<file path="config.mk">
export PLATFORM = sky130hd
export DESIGN_NAME = snitch_icache_refill_handler
export DESIGN_NICKNAME = d
export VERILOG_FILES = /design/src/rtl/snitch_icache_pkg.sv /design/src/rtl/lzc.sv /design/src/rtl/snitch_icache_refill_handler.sv
export SDC_FILE = /design/constraint.sdc
export NUM_CORES = 1
export LEC_CHECK = 0
export CORE_AREA = 4 4 245 247
export DETAILED_ROUTE_END_ITERATION = 6
export DIE_AREA = 0 0 249 251
export GPL_TIMING_DRIVEN = 0
export HOLD_SLACK_MARGIN = 0.06
export SETUP_SLACK_MARGIN = 0.05
export SYNTH_ARGS = -nofsm -noshare
export SYNTH_HDL_FRONTEND = slang
export SYNTH_SLANG_ARGS = --single-unit
</file>
<file path="constraint.sdc">
create_clock -name clk_i -period 4.4 [get_ports clk_i]
set_input_delay 0.44 -clock clk_i [delete_from_list [all_inputs] [get_ports clk_i]]
set_output_delay 0.44 -clock clk_i [all_outputs]
set_load 0.02 [all_outputs]
</file>
<file path="src/rtl/snitch_icache_pkg.sv">
// Shared instruction-cache geometry: the configuration record and the helper
// that fills in the widths derived from it.
package snitch_icache_pkg;

  typedef struct packed {
    int unsigned LINE_WIDTH;
    int unsigned LINE_COUNT;
    int unsigned SET_COUNT;
    int unsigned FETCH_AW;
    int unsigned ID_WIDTH_REQ;
    int unsigned LINE_ALIGN;
    int unsigned COUNT_ALIGN;
    int unsigned SET_ALIGN;
    int unsigned TAG_WIDTH;
  } config_t;

  localparam config_t DEFAULT_CFG = '{
    LINE_WIDTH:   128,
    LINE_COUNT:   8,
    SET_COUNT:    2,
    FETCH_AW:     32,
    ID_WIDTH_REQ: 4,
    default:      0
  };

  // An all-zero configuration selects DEFAULT_CFG; derived widths are always
  // recomputed from the base geometry so callers only set the first five.
  function automatic config_t resolve_cfg(config_t cfg);
    config_t c;
    c = (cfg == '0) ? DEFAULT_CFG : cfg;
    c.LINE_ALIGN  = $clog2(c.LINE_WIDTH / 8);
    c.COUNT_ALIGN = $clog2(c.LINE_COUNT);
    c.SET_ALIGN   = (c.SET_COUNT > 1) ? $clog2(c.SET_COUNT) : 1;
    c.TAG_WIDTH   = c.FETCH_AW - c.LINE_ALIGN - c.COUNT_ALIGN;
    return c;
  endfunction

endpackage

</file>
<file path="src/rtl/lzc.sv">
// Leading/trailing zero counter: MODE 0 counts from bit 0 upward (index of the
// lowest set bit), MODE 1 from the MSB downward; empty_o flags an all-zero input.
module lzc #(
  parameter int unsigned WIDTH = 2,
  parameter bit          MODE  = 1'b0,
  localparam int unsigned CNT_WIDTH = (WIDTH > 1) ? $clog2(WIDTH) : 1
) (
  input  logic [WIDTH-1:0]     in_i,
  output logic [CNT_WIDTH-1:0] cnt_o,
  output logic                 empty_o
);

  logic found;

  always_comb begin
    found = 1'b0;
    cnt_o = '0;
    for (int unsigned i = 0; i < WIDTH; i++) begin
      if (!found && in_i[MODE ? (WIDTH - 1 - i) : i]) begin
        found = 1'b1;
        cnt_o = CNT_WIDTH'(i);
      end
    end
    empty_o = ~found;
  end

endmodule

</file>
<file path="src/rtl/snitch_icache_refill_handler.sv">
// Miss handling for the instruction cache: tracks outstanding line refills,
// merges duplicate misses, writes returning lines and answers all waiters.
module snitch_icache_refill_handler
  import snitch_icache_pkg::*;
#(
  parameter config_t     CFG           = '0,
  parameter int unsigned PENDING_COUNT = 2,
  localparam config_t     C          = resolve_cfg(CFG),
  localparam int unsigned AW         = C.FETCH_AW,
  localparam int unsigned LINE_W     = C.LINE_WIDTH,
  localparam int unsigned ID_W       = C.ID_WIDTH_REQ,
  localparam int unsigned SET_AW     = C.SET_ALIGN,
  localparam int unsigned COUNT_AW   = C.COUNT_ALIGN,
  localparam int unsigned TAG_W      = C.TAG_WIDTH,
  localparam int unsigned LINE_ALIGN = C.LINE_ALIGN,
  localparam int unsigned RID_W      = (PENDING_COUNT > 1) ? $clog2(PENDING_COUNT) : 1
) (
  input  logic              clk_i,
  input  logic              rst_i,

  input  logic              flush_valid_i,
  output logic              flush_ready_o,

  input  logic [AW-1:0]     in_addr_i,
  input  logic [ID_W-1:0]   in_id_i,
  input  logic [SET_AW-1:0] in_set_i,
  input  logic              in_hit_i,
  input  logic              in_error_i,
  input  logic [LINE_W-1:0] in_data_i,
  input  logic              in_valid_i,
  output logic              in_ready_o,

  output logic [LINE_W-1:0] rsp_data_o,
  output logic              rsp_error_o,
  output logic [ID_W-1:0]   rsp_id_o,
  output logic              rsp_valid_o,
  input  logic              rsp_ready_i,

  output logic [COUNT_AW-1:0] write_addr_o,
  output logic [SET_AW-1:0]   write_set_o,
  output logic [LINE_W-1:0]   write_data_o,
  output logic [TAG_W-1:0]    write_tag_o,
  output logic                write_error_o,
  output logic                write_valid_o,
  input  logic                write_ready_i,

  output logic [AW-1:0]     refill_addr_o,
  output logic [RID_W-1:0]  refill_id_o,
  output logic              refill_valid_o,
  input  logic              refill_ready_i,

  input  logic [LINE_W-1:0] refill_data_i,
  input  logic              refill_error_i,
  input  logic [RID_W-1:0]  refill_id_i,
  input  logic              refill_rsp_valid_i,
  output logic              refill_rsp_ready_o
);

  localparam int unsigned LINE_IDX_W = AW - LINE_ALIGN;
  localparam logic [SET_AW-1:0] VICTIM_LAST = SET_AW'(C.SET_COUNT - 1);

  typedef enum logic [1:0] {
    IDLE,
    WRITE,
    RESPOND
  } state_e;

  typedef struct packed {
    logic                  valid;
    logic [LINE_IDX_W-1:0] line;
    logic [ID_W-1:0]       mask;
  } entry_t;

  entry_t entries_q [PENDING_COUNT];

  state_e             state_q, state_d;
  logic [RID_W-1:0]   rid_q;
  logic [SET_AW-1:0]  victim_q;

  logic [LINE_IDX_W-1:0]    line_in;
  logic [PENDING_COUNT-1:0] valid_vec, match_vec;
  logic [RID_W-1:0]         free_idx;
  logic                     table_full;
  logic                     is_hit, merge, flush_block, alloc_ok;
  logic                     do_alloc, do_merge, do_free, victim_adv;
  entry_t                   cur_entry;
  logic                     unused_set;

  assign unused_set = ^in_set_i;
  assign line_in    = in_addr_i[AW-1:LINE_ALIGN];
  assign cur_entry  = entries_q[rid_q];

  always_comb begin
    valid_vec = '0;
    match_vec = '0;
    for (int unsigned i = 0; i < PENDING_COUNT; i++) begin
      valid_vec[i] = entries_q[i].valid;
      match_vec[i] = entries_q[i].valid && (entries_q[i].line == line_in);
    end
  end

  lzc #(
    .WIDTH (PENDING_COUNT),
    .MODE  (1'b0)
  ) i_free_lzc (
    .in_i    (~valid_vec),
    .cnt_o   (free_idx),
    .empty_o (table_full)
  );

  assign flush_ready_o = ~(|valid_vec) && (state_q == IDLE);
  assign refill_addr_o = {line_in, {LINE_ALIGN{1'b0}}};
  assign refill_id_o   = free_idx;

  assign write_addr_o  = cur_entry.line[COUNT_AW-1:0];
  assign write_tag_o   = cur_entry.line[LINE_IDX_W-1:COUNT_AW];
  assign write_set_o   = victim_q;
  assign write_data_o  = refill_data_i;
  assign write_error_o = refill_error_i;

  // Lookup side. Misses are accepted in IDLE and WRITE (merge or allocate);
  // RESPOND owns the response channel, so the lookup port stalls there.
  always_comb begin
    is_hit         = in_hit_i | in_error_i;
    merge          = |match_vec;
    flush_block    = flush_valid_i & ~flush_ready_o;
    alloc_ok       = ~table_full & ~flush_block & (state_q != RESPOND);
    in_ready_o     = 1'b0;
    refill_valid_o = 1'b0;
    do_alloc       = 1'b0;
    do_merge       = 1'b0;
    if (state_q != RESPOND) begin
      if (is_hit) begin
        in_ready_o = (state_q == IDLE) & rsp_ready_i;
      end else if (merge) begin
        in_ready_o = 1'b1;
        do_merge   = in_valid_i;
      end else if (alloc_ok) begin
        refill_valid_o = in_valid_i;
        in_ready_o     = refill_ready_i;
        do_alloc       = in_valid_i & refill_ready_i;
      end
    end
  end

  always_comb begin
    state_d            = state_q;
    refill_rsp_ready_o = 1'b0;
    write_valid_o      = 1'b0;
    rsp_valid_o        = 1'b0;
    rsp_data_o         = '0;
    rsp_error_o        = 1'b0;
    rsp_id_o           = '0;
    do_free            = 1'b0;
    victim_adv         = 1'b0;
    unique case (state_q)
      IDLE: begin
        if (in_valid_i && is_hit) begin
          rsp_valid_o = 1'b1;
          rsp_data_o  = in_data_i;
          rsp_error_o = in_error_i;
          rsp_id_o    = in_id_i;
        end
        if (refill_rsp_valid_i) begin
          if (valid_vec[refill_id_i]) state_d = WRITE;
          else                        refill_rsp_ready_o = 1'b1;
        end
      end
      WRITE: begin
        write_valid_o = 1'b1;
        if (write_ready_i) begin
          state_d    = RESPOND;
          victim_adv = 1'b1;
        end
      end
      RESPOND: begin
        rsp_valid_o = 1'b1;
        rsp_data_o  = refill_data_i;
        rsp_error_o = refill_error_i;
        rsp_id_o    = cur_entry.mask;
        if (rsp_ready_i) begin
          refill_rsp_ready_o = 1'b1;
          do_free            = 1'b1;
          state_d            = IDLE;
        end
      end
      default: state_d = IDLE;
    endcase
  end

  always_ff @(posedge clk_i) begin
    if (rst_i) begin
      state_q  <= IDLE;
      rid_q    <= '0;
      victim_q <= '0;
      for (int unsigned i = 0; i < PENDING_COUNT; i++) begin
        entries_q[i] <= '0;
      end
    end else begin
      state_q <= state_d;
      if (state_q == IDLE && refill_rsp_valid_i) rid_q <= refill_id_i;
      if (victim_adv) victim_q <= (victim_q == VICTIM_LAST) ? '0 : victim_q + 1'b1;
      for (int unsigned i = 0; i < PENDING_COUNT; i++) begin
        if (do_alloc && (free_idx == RID_W'(i))) begin
          entries_q[i].valid <= 1'b1;
          entries_q[i].line  <= line_in;
          entries_q[i].mask  <= in_id_i;
        end else if (do_free && (rid_q == RID_W'(i))) begin
          entries_q[i].valid <= 1'b0;
          entries_q[i].mask  <= '0;
        end else if (do_merge && match_vec[i]) begin
          entries_q[i].mask <= entries_q[i].mask | in_id_i;
        end
      end
    end
  end

  // A refill response for an entry that is not pending has no waiter; it is
  // drained silently, but it indicates a protocol problem upstream.
  a_refill_id_pending: assert property (@(posedge clk_i) disable iff (rst_i)
    (state_q == IDLE && refill_rsp_valid_i) |-> valid_vec[refill_id_i]);

endmodule

</file>
# == After elaboration in Yosys (flattened, before gate mapping) ==
# Memory sizes are Yosys's and may differ from the RTL's. A register that Yosys moved wholly into a read port is not among the register bits.
# Cells that the tools add are included.
# Widths: inputs -> output; s select.
# word_totals
regBits,4
latch_bits,0
ram_bits,66
mem_bits_ro,0
input_bits,305
output_inout_bits,330
elab_cells,140
n_memories,1
# memory_table
memory,depth,word_bits,read_ports,rd_clocked_by_memory_dff,wr,line,rtl
entries_q,2,33,3,1,2,snitch_icache_refill_handler.sv:74,entry_t entries_q [PENDING_COUNT];
# op_classes
n_addsub,1
n_mul,0
div_mod_pow,0
n_lt_le_gt_ge,1
n_eq_ne,9
n_shift,0
muxes,82
bitwise,26
n_reduce_logical,17
# ops
op,count
$pmux 128 s2,1
$mux 128,1
$mux 1,62
$eq 28x28->1,2
$mux 28,2
$mux 4,7
$or 1x1->1,13
$logic_and 1x1->1,12
$mux 2,4
$ne 2x2->1 const B,4
$or 4x4->4,2
$pmux 4 s2,1
$pmux 1 s2,3
$pmux 2 s3,1
$and 1x1->1,5
$not 1->1,5
$reduce_and 4->1,1
$reduce_or 2->1,2
$eq 2x1->1 const B,1
$eq 2x2->1 const B,1
$logic_not 2->1,1
$lt 1x2->1 const B,1
$ne 2x1->1 const B,1
$not 2->2,1
2 further kinds,2

# == Longest topological paths before layout ==
# Gate-level depths: netlist of the first run.
# An unclocked memory read counts as a cell.
# logic_depth
word_depth,20
ltp_mapped,10
depth_no_buf,7

# == Modules after synthesis ==
# A second synthesis of the first run with hierarchy kept.
# unflattened
cells_unflattened,714
area_unflattened_um2,6632.6
# modules_own_cells
mod,n_inst,cells_per_inst,area_per_inst_um2,seq_area_each_um2
snitch_icache_refill_handler,1,712,6615.1,2072.0
lzc,1,2,17.5,0.0

# == Least setup slack after synthesis of the first run ==
# OpenSTA, ideal clock, no wires.
# synth_timing
path_kind,register to register
from,reg state_q[0]
to,"mem entries_q[0][10] (netlist bit), enable pin"
setup_time_ns,0.452
t_arrival_ns,3.213
required_ns,3.948
setup_slack_ns,0.735
stages_incl_launch_ff,8
path_buffers,2
period_less_slack_ns,3.665
cell_sequence,dfxtp_1 -> buf_2 -> nand2b_1 -> buf_2 -> and3_1 -> and2_1 -> nand3_1 -> o21ai_0
# synth_rtl
element,line,rtl
"start, declared",snitch_icache_refill_handler.sv:76,"state_e state_q, state_d;"
"start signal, assigned",snitch_icache_refill_handler.sv:200,state_q <= state_d;
"end, declared",snitch_icache_refill_handler.sv:74,

# == Final worst setup path of the first run ==
# layout_timing
from,reg state_q[1]
to,out rsp_data_o[14]
# layout_via
elab_chain_len,2
elab_cells_between_ends,3
classes_between,eq/ne (1); mux (1); reduce/logical (1)
# layout_lines
element,line,rtl
$eq 2x2->1 or $logic_not 2->1 (tied branches),snitch_icache_refill_handler.sv:156,unique case (state_q)
$pmux 128 s2 (*),snitch_icache_refill_handler.sv:156,
"end, declared",snitch_icache_refill_handler.sv:33,"output logic [LINE_W-1:0] rsp_data_o,"
# Every way passes the cells marked *; elsewhere a longest branch is shown, timed or not.

==> impl_metrics.csv, run 1 <==
group,metric,value,unit
sta,timing.slew.headroom,48.50,%
pwr,vdd_drop_max,0.0001481,V
finish,area_growth,116.9,%
synth,synth-edff-count,65,
synth,syn_area_per_cell,9.809,um^2
placement,io_buffers,625,
finish,seq_area,0.002072,mm^2
synth,ys_ff_latch,71,
clock_tree,clock-root-buffer,"clkbuf_16",
synth,yosysWarnings,0,
clock_tree,cts_tree,"built",
floorplan,start_util,11.34,%
global_route,grt_start_max_net_pins,21,
synth,synth.area.mux_share,5.746,%
synth,synth_simple_gate_area_share,9.443,%
clock_tree,cts_made_buffers,9,
pwr,leakage,5.444,nW
finish,fin_nets,1612,
placement,post_dp_cell_area,0.01385,mm^2
pwr,power,2.940,mW
clock_tree,htreeDepth,3,
synth,synth_ff_type,"edfxtp_1",
synth,synthArstFlopShare,0,%
routing,met1_length,20200,um
routing,vias,8126,
placement,placed_cells,2062,
routing,routed_wl,57050,um
global_route,first_global_vias,8459,
flow_run,cap_violations,0,
routing,post_drt_wl_per_cell,27.44,um
placement,hpwl,49880,um
routing,drt-pass1-iter-count,5,
clock_tree,ctsLongestPathBuffers,2,
worst_setup_path,end_kind,"output port",
synth,synth_top_family_by_area,"compound AO/OA/AOI/OAI gates",
finish,drive_above_1_share,17.62,%
finish,fill_cells,6163,
floorplan,die_x,249,um
floorplan,coreArea,0.05759,mm^2
floorplan,rows,88,
pwr,p_per_area,207.6,mW/mm^2
sta,finClkSkew,0.006609,ns
clock_tree,clock-sinks,71,
sta,min_period,4.006,ns
synth,netlist_instances,666,
routing,route.met3.wl,5213,um
synth,synth_top_area_cell,"edfxtp_1",
worst_setup_path,cp_max_fo,10,
synth,syn_area,0.006533,mm^2
worst_setup_path,critPathRequiredTime,3.96,ns
finish,multiInputGateArea,0.003073,mm^2
worst_setup_path,start_kind,"flop",
routing,vias_per_cell,3.909,
sta,finalCritPeriodShare,91.04,%
sta,hold_violations,0,
global_route,antenna_found_initial,36,
clock_tree,cts_setup_buffers,0,
outcome,status,"finished clean",
floorplan,dieArea,0.06250,mm^2
finish,layout.cells.non_filler,2079,
synth,yosysUniqueCellTypes,39,
sta,worstMarginPinSlew,0.7725,ns
floorplan,num_io_pins,635,
hold_path,worstHoldPathType,"flop to flop",
synth,yosys-top-cells-area,"edfxtp_1 (30%), buf_4 (19%), a22o_1 (17%)",
sta,slew_violations,0,
routing,drc,0,
floorplan,die_height,251,um
routing,wl_met2,30250,um
global_route,grtUsageTotal,17.10,%
worst_setup_path,crit_arrival,3.57,ns
synth,synth_compound_area_share,23.56,%
global_route,grt_pass1_wl,75700,um
synth,synth_top_area_share,29.88,%
finish,design_area,0.01417,mm^2
sta,setup_viol,0,
routing,drt-initial-drc-count,438,
global_route,gr-total-overflow,0,
routing,ant_nets,0,
synth,synth-adder-area-share,0,%
sta,timing.fmax,0.2496,GHz
clock_tree,clock_latency,0.34,ns
sta,grt_setup_unrepaired,"no",
worst_setup_path,setup.worst_path.class,"flop to output port",
placement,finalWeightedCongestion,0.9637,
synth,synth_xor_area_share,7.642,%
clock_tree,clk_pin_slew_worst_paths,0.06,ns
routing,routed.top_layer,"met5",
synth,yosysSeqAreaShare,31.72,%
-- flip-flops by register name, indices dropped and copies added (netlist names), named ones only --
register,flops
entries_q,66
rid_q,1
state_q,2
write_set_o,1
-- worst max-delay path, cell delays in order (launching register included) --
cell and delay (ns):
dfxtp_1 0.45, nor2b_1 0.16, clkbuf_1 0.50, clkbuf_2 0.52
buf_1 0.62, a22o_1 0.29, clkdlybuf4s50_1 0.68
-- final cells by class --
class                   count  area share, %
repair buffers            628          44.63
multi-input cells         388          21.69
flip-flops and latches     71          14.63
plain buffers             204          9.918
well taps                 765          6.756
clock buffers               9          1.590
clock inverters             6         0.6094
inverters                   5         0.1325
diodes                      3        0.05299
-- per-layer routing --
metal / vias to the layer above / GRT usage [%]
met5: - / 0
met4: 50 / 2.420
met3: 116 / 6.849
met2: 448 / 32.96
met1: 3924 / 17.86
li1: 3588 / -
-- Yosys cell counts (2+ instances only) --
cell,number
o2bb2ai_1,4
mux2i_1,6
nand2b_1,3
nor2_1,11
a21boi_1,28
nor4_1,5
and4_1,2
clkbuf_1,27
xnor2_1,34
a22o_1,129
nand2_1,16
a21oi_1,8
and2_1,29
buf_6,2
nor3_1,2
mux2_2,28
buf_2,9
o21a_1,2
nand4_1,12
buf_4,163
buf_1,4
nor4_2,3
inv_1,4
nand3_1,8
o21ai_0,16
and3_1,7
edfxtp_1,65
xor2_1,23
dfxtp_1,6
-- final timing paths --
kind                    start                to  slack [ns]  depth (start not counted)
max                state_q[1]    rsp_data_o[14]        0.39                          6
min          entries_q[1][32]  entries_q[1][32]        0.57                          1
max reg2reg  entries_q[0][21]   entries_q[0][3]        1.68                          7
min reg2reg  entries_q[1][32]  entries_q[1][32]        0.57                          1
-- timing repair --
| item | in CTS | in global routing |
|---|---|---|
| resized for setup | 1 | 0 |
| hold endpoints to repair | 0 | 0 |
| endpoints found under the setup margin | 41 | 0 |
| hold buffers | 0 | 0 |
-- through the flow --
| step | util, % | hold WS [ns] | worst slack, ns | TNS, ns |
|---|---|---|---|---|
| after floorplan | - | 0.5012 | 0.7350 | 0 |
| after global placement | 23.89 | 0.5599 | -1.670 | -172.33 |
| after detailed placement | 24.05 | 0.5542 | -0.1145 | -0.7520 |
| after CTS | 24.59 | 0.5693 | 0.2889 | 0 |
| after global routing | 24.59 | 0.5896 | 0.2436 | 0 |
| final | 24.60 | 0.5701 | 0.3943 | 0 |
-- cell usage in the layout (no fill, tap or decap), types with 4 or more instances in the layout --
master	Yosys	routed
a21boi_1	28	28
a21oi_1	8	8
a22o_1	129	129
and2_1	29	29
and3_1	7	7
buf_1	4	4
buf_2	9	9
buf_4	163	163
clkbuf_1	27	25
clkbuf_16	0	9
clkdlybuf4s50_1	0	625
conb_1	1	4
dfxtp_1	6	6
edfxtp_1	65	65
inv_1	4	4
mux2_2	28	28
mux2i_1	6	6
nand2_1	16	16
nand3_1	8	8
nand4_1	12	12
nor2_1	11	11
nor4_1	5	5
o21ai_0	16	14
o2bb2ai_1	4	4
xnor2_1	34	34
xor2_1	23	23
-- report_power, final --
group | switching [mW] | internal [mW]
Combinational | 0.658 | 0.731
Clock | 0.277 | 0.492
Sequential | 0.0185 | 0.765
-- cell families (layout without fill, tap and decap cells) --
logic type,count (synthesis),count (layout)
other cells,1,7
compound gates,191,191
flops,71,71
mux,34,34
simple gates,102,102
buf+inv,210,852
xor+xnor,57,57
Power figures use the tool's default switching activity.
==> inputs of run 2 (changes only) <==
- CTS_CLUSTER_DIAMETER: not set -> 30
- TNS_END_PERCENT: not set -> 5
==> results of run 2 <==
Final layout, timing and power as in run 1 (identical DEF).
==> inputs of run 3 (changes only) <==
- SETUP_SLACK_MARGIN: 0.05 -> 0.2
- clock period: 4.4 -> 3.83 ns (I/O delays scaled with it)
==> impl_metrics.csv, run 3 (synthesis gave the netlist of run 1 again) <==
group,metric,value,unit
clock_tree,cts_made_buffers,9,
worst_setup_path,path_cells,"nor2b_1 -> clkbuf_2 -> clkbuf_2 -> clkbuf_1 -> a22o_1 -> clkdlybuf4s50_1",
pwr,seqPwrFrac,26.6,%
placement,dp_slack,-0.5705,ns
routing,drc,0,
pwr,p_per_area,238.3,mW/mm^2
finish,fin_util,24.65,%
global_route,gr-total-overflow,0,
clock_tree,clock-root-buffer,"clkbuf_16",
global_route,first_global_vias,8463,
placement,placed_cells,2062,
finish,fin_nets,1614,
clock_tree,ctsHoldBuffers,0,
flow_run,cap_violations,0,
finish,layout.cells.non_filler,2081,
worst_setup_path,reg2reg_depth,8,
worst_setup_path,critPathRequiredTime,3.45,ns
worst_setup_path,slowest_delay,0.65,ns
pwr,p_switching,1.098,mW
finish,design_area,0.01420,mm^2
outcome,status,"finished clean",
finish,largest_register,"entries_q",
sta,min_period,3.578,ns
routing,drt-initial-drc-count,455,
finish,layout_commonest_cell,"clkdlybuf4s50_1",
floorplan,dieArea,0.06250,mm^2
global_route,grtUsageTotal,17.12,%
clock_tree,htreeDepth,3,
routing,routed_wl,57150,um
placement,finalWeightedCongestion,0.9637,
worst_setup_path,regToRegEndpoint,"entries_q[1][9]",
pwr,leakage,5.485,nW
hold_path,whs_endpoint,"entries_q[1][32]",
sta,setup_viol,0,
finish,largest_reg_flops,66,
hold_path,min_from,"entries_q[1][32]",
global_route,grt_pass1_wl,75780,um
worst_setup_path,end_kind,"output port",
worst_setup_path,cp_max_fo,10,
finish,fill_cells,6160,
floorplan,die_x,249,um
clock_tree,clk_pin_slew_worst_paths,0.06,ns
sta,slew_violations,0,
pwr,p_comb_share,47.3,%
finish,drive_above_1_share,18.20,%
worst_setup_path,regToRegStartpoint,"state_q[0]",
pwr,vdd_drop_max,0.0001694,V
clock_tree,cts_tree,"built",
placement,io_buffers,625,
finish,largestRegisters,"entries_q (66), state_q (2)",
sta,timing.slew.headroom,48.60,%
placement,post_dp_cell_area,0.01385,mm^2
global_route,antenna_found_initial,36,
floorplan,die_height,251,um
hold_path,worstHoldPathType,"flop to flop",
floorplan,num_io_pins,635,
sta,grt_setup_unrepaired,"yes",
pwr,p_int,2.285,mW
worst_setup_path,setup.worst_path.class,"flop to output port",
floorplan,rows,88,
floorplan,coreArea,0.05759,mm^2
hold_path,worstHoldPathCells,1,
worst_setup_path,start_kind,"flop",
sta,hold_violations,0,
pwr,p_clk_share,26.1,%
routing,drt-pass1-iter-count,5,
worst_setup_path,cpMaxStageDelayCell,"clkdlybuf4s50_1",
finish,area_growth,117.3,%
clock_tree,clock-sinks,71,
finish,final_cell_mix,"clkdlybuf4s50_1 (623), buf_4 (164), a22o_1 (129)",
worst_setup_path,path_common_cell,"clkbuf_2",
clock_tree,ctsLongestPathBuffers,2,
floorplan,start_util,11.34,%
placement,hpwl,49880,um
routing,ant_nets,0,
sta,worstMarginPinSlew,0.7711,ns
clock_tree,clock_latency,0.34,ns
routing,vias_per_cell,3.919,
worst_setup_path,regToRegSetupSlack,1.17,ns
sta,finalCritPeriodShare,93.43,%
worst_setup_path,crit_arrival,3.20,ns
pwr,swShare,32.45,%
sta,finClkSkew,0.007778,ns
global_route,grt_start_max_net_pins,21,
sta,timing.fmax,0.2794,GHz
routing,vias,8156,
sta,final.setup.worst_slack,0.2515,ns
routing,post_drt_wl_per_cell,27.46,um
## run 3: cell types whose count changed in the layout (fill, tap and decap cells not counted), sizes merged
cell	previous run	this run
clkbuf	35	36
clkdlybuf4s50	625	623
buf	181	182
dlygate4sd2	0	1
dlymetal6s2s	0	1
## run 3: timing repair
item / 4_1_cts / 5_1_grt
setup endpoints to repair: 109 / 51
buffers inserted: 1 / 0
resized for setup: 7 / 6
pin swaps: 1 / 0
## run 3: cell type report
class / count / area [um^2] / area share [%]
diodes: 3 / 7.507 / 0.05288
plain buffers: 205 / 1419 / 9.995
clock buffers: 9 / 225.2 / 1.586
clock inverters: 6 / 86.33 / 0.6081
inverters: 5 / 18.77 / 0.1322
multi-input cells: 388 / 3079 / 21.69
flip-flops and latches: 71 / 2072 / 14.60
well taps: 765 / 957.2 / 6.742
repair buffers: 629 / 6331 / 44.60
## run 3: per-stage QoR
step | total power, mW | hold slack (ns) | setup TNS (ns)
finish | 3.382 | 0.5696 | 0
global route | 3.490 | 0.5896 | 0
CTS | 3.408 | 0.5693 | 0
detailed placement | 2.512 | 0.5542 | -28.79
global placement | 2.508 | 0.5599 | -261.72
floorplan | 1.548 | 0.4521 | 0
## run 3: worst max-delay path by stage
stage,start,endpoint,cells past startpoint
3_5_place_dp,in_error_i,rsp_id_o[0],9
3_3_place_gp,in_addr_i[7],entries_q[1][15],7
5_1_grt,in_addr_i[26],refill_valid_o,9
2_1_floorplan,state_q[0],entries_q[0][10],7
6_report,state_q[1],rsp_data_o[38],6
4_1_cts,state_q[1],rsp_data_o[29],6
## run 3: power groups by stage
stage	sequential [mW]	clock (mW)	combinational, mW
2_1_floorplan	0.912	0	0.637
3_3_place_gp	0.918	0	1.59
3_5_place_dp	0.916	0	1.60
4_1_cts	0.900	0.893	1.62
5_1_grt	0.903	0.924	1.66
6_report	0.900	0.884	1.60
## run 3: routing by layer
| layer | track usage, % | vias to the layer above | share of wire [%] |
|---|---|---|---|
| met5 | 0 | - | 0.60 |
| met1 | 17.85 | 3966 | 35 |
| met2 | 33.05 | 438 | 53 |
| li1 | - | 3588 | - |
| met3 | 6.849 | 114 | 9.1 |
| met4 | 2.420 | 50 | 1.8 |
## run 3: worst max-delay path, delay by kind of cell (launching register included)
family	cells	cell delay, ns
and+or+nand+nor	1	0.16
AOI/OAI and AO/OA	1	0.30
buffers and inverters	4	1.93
DFF	1	0.44
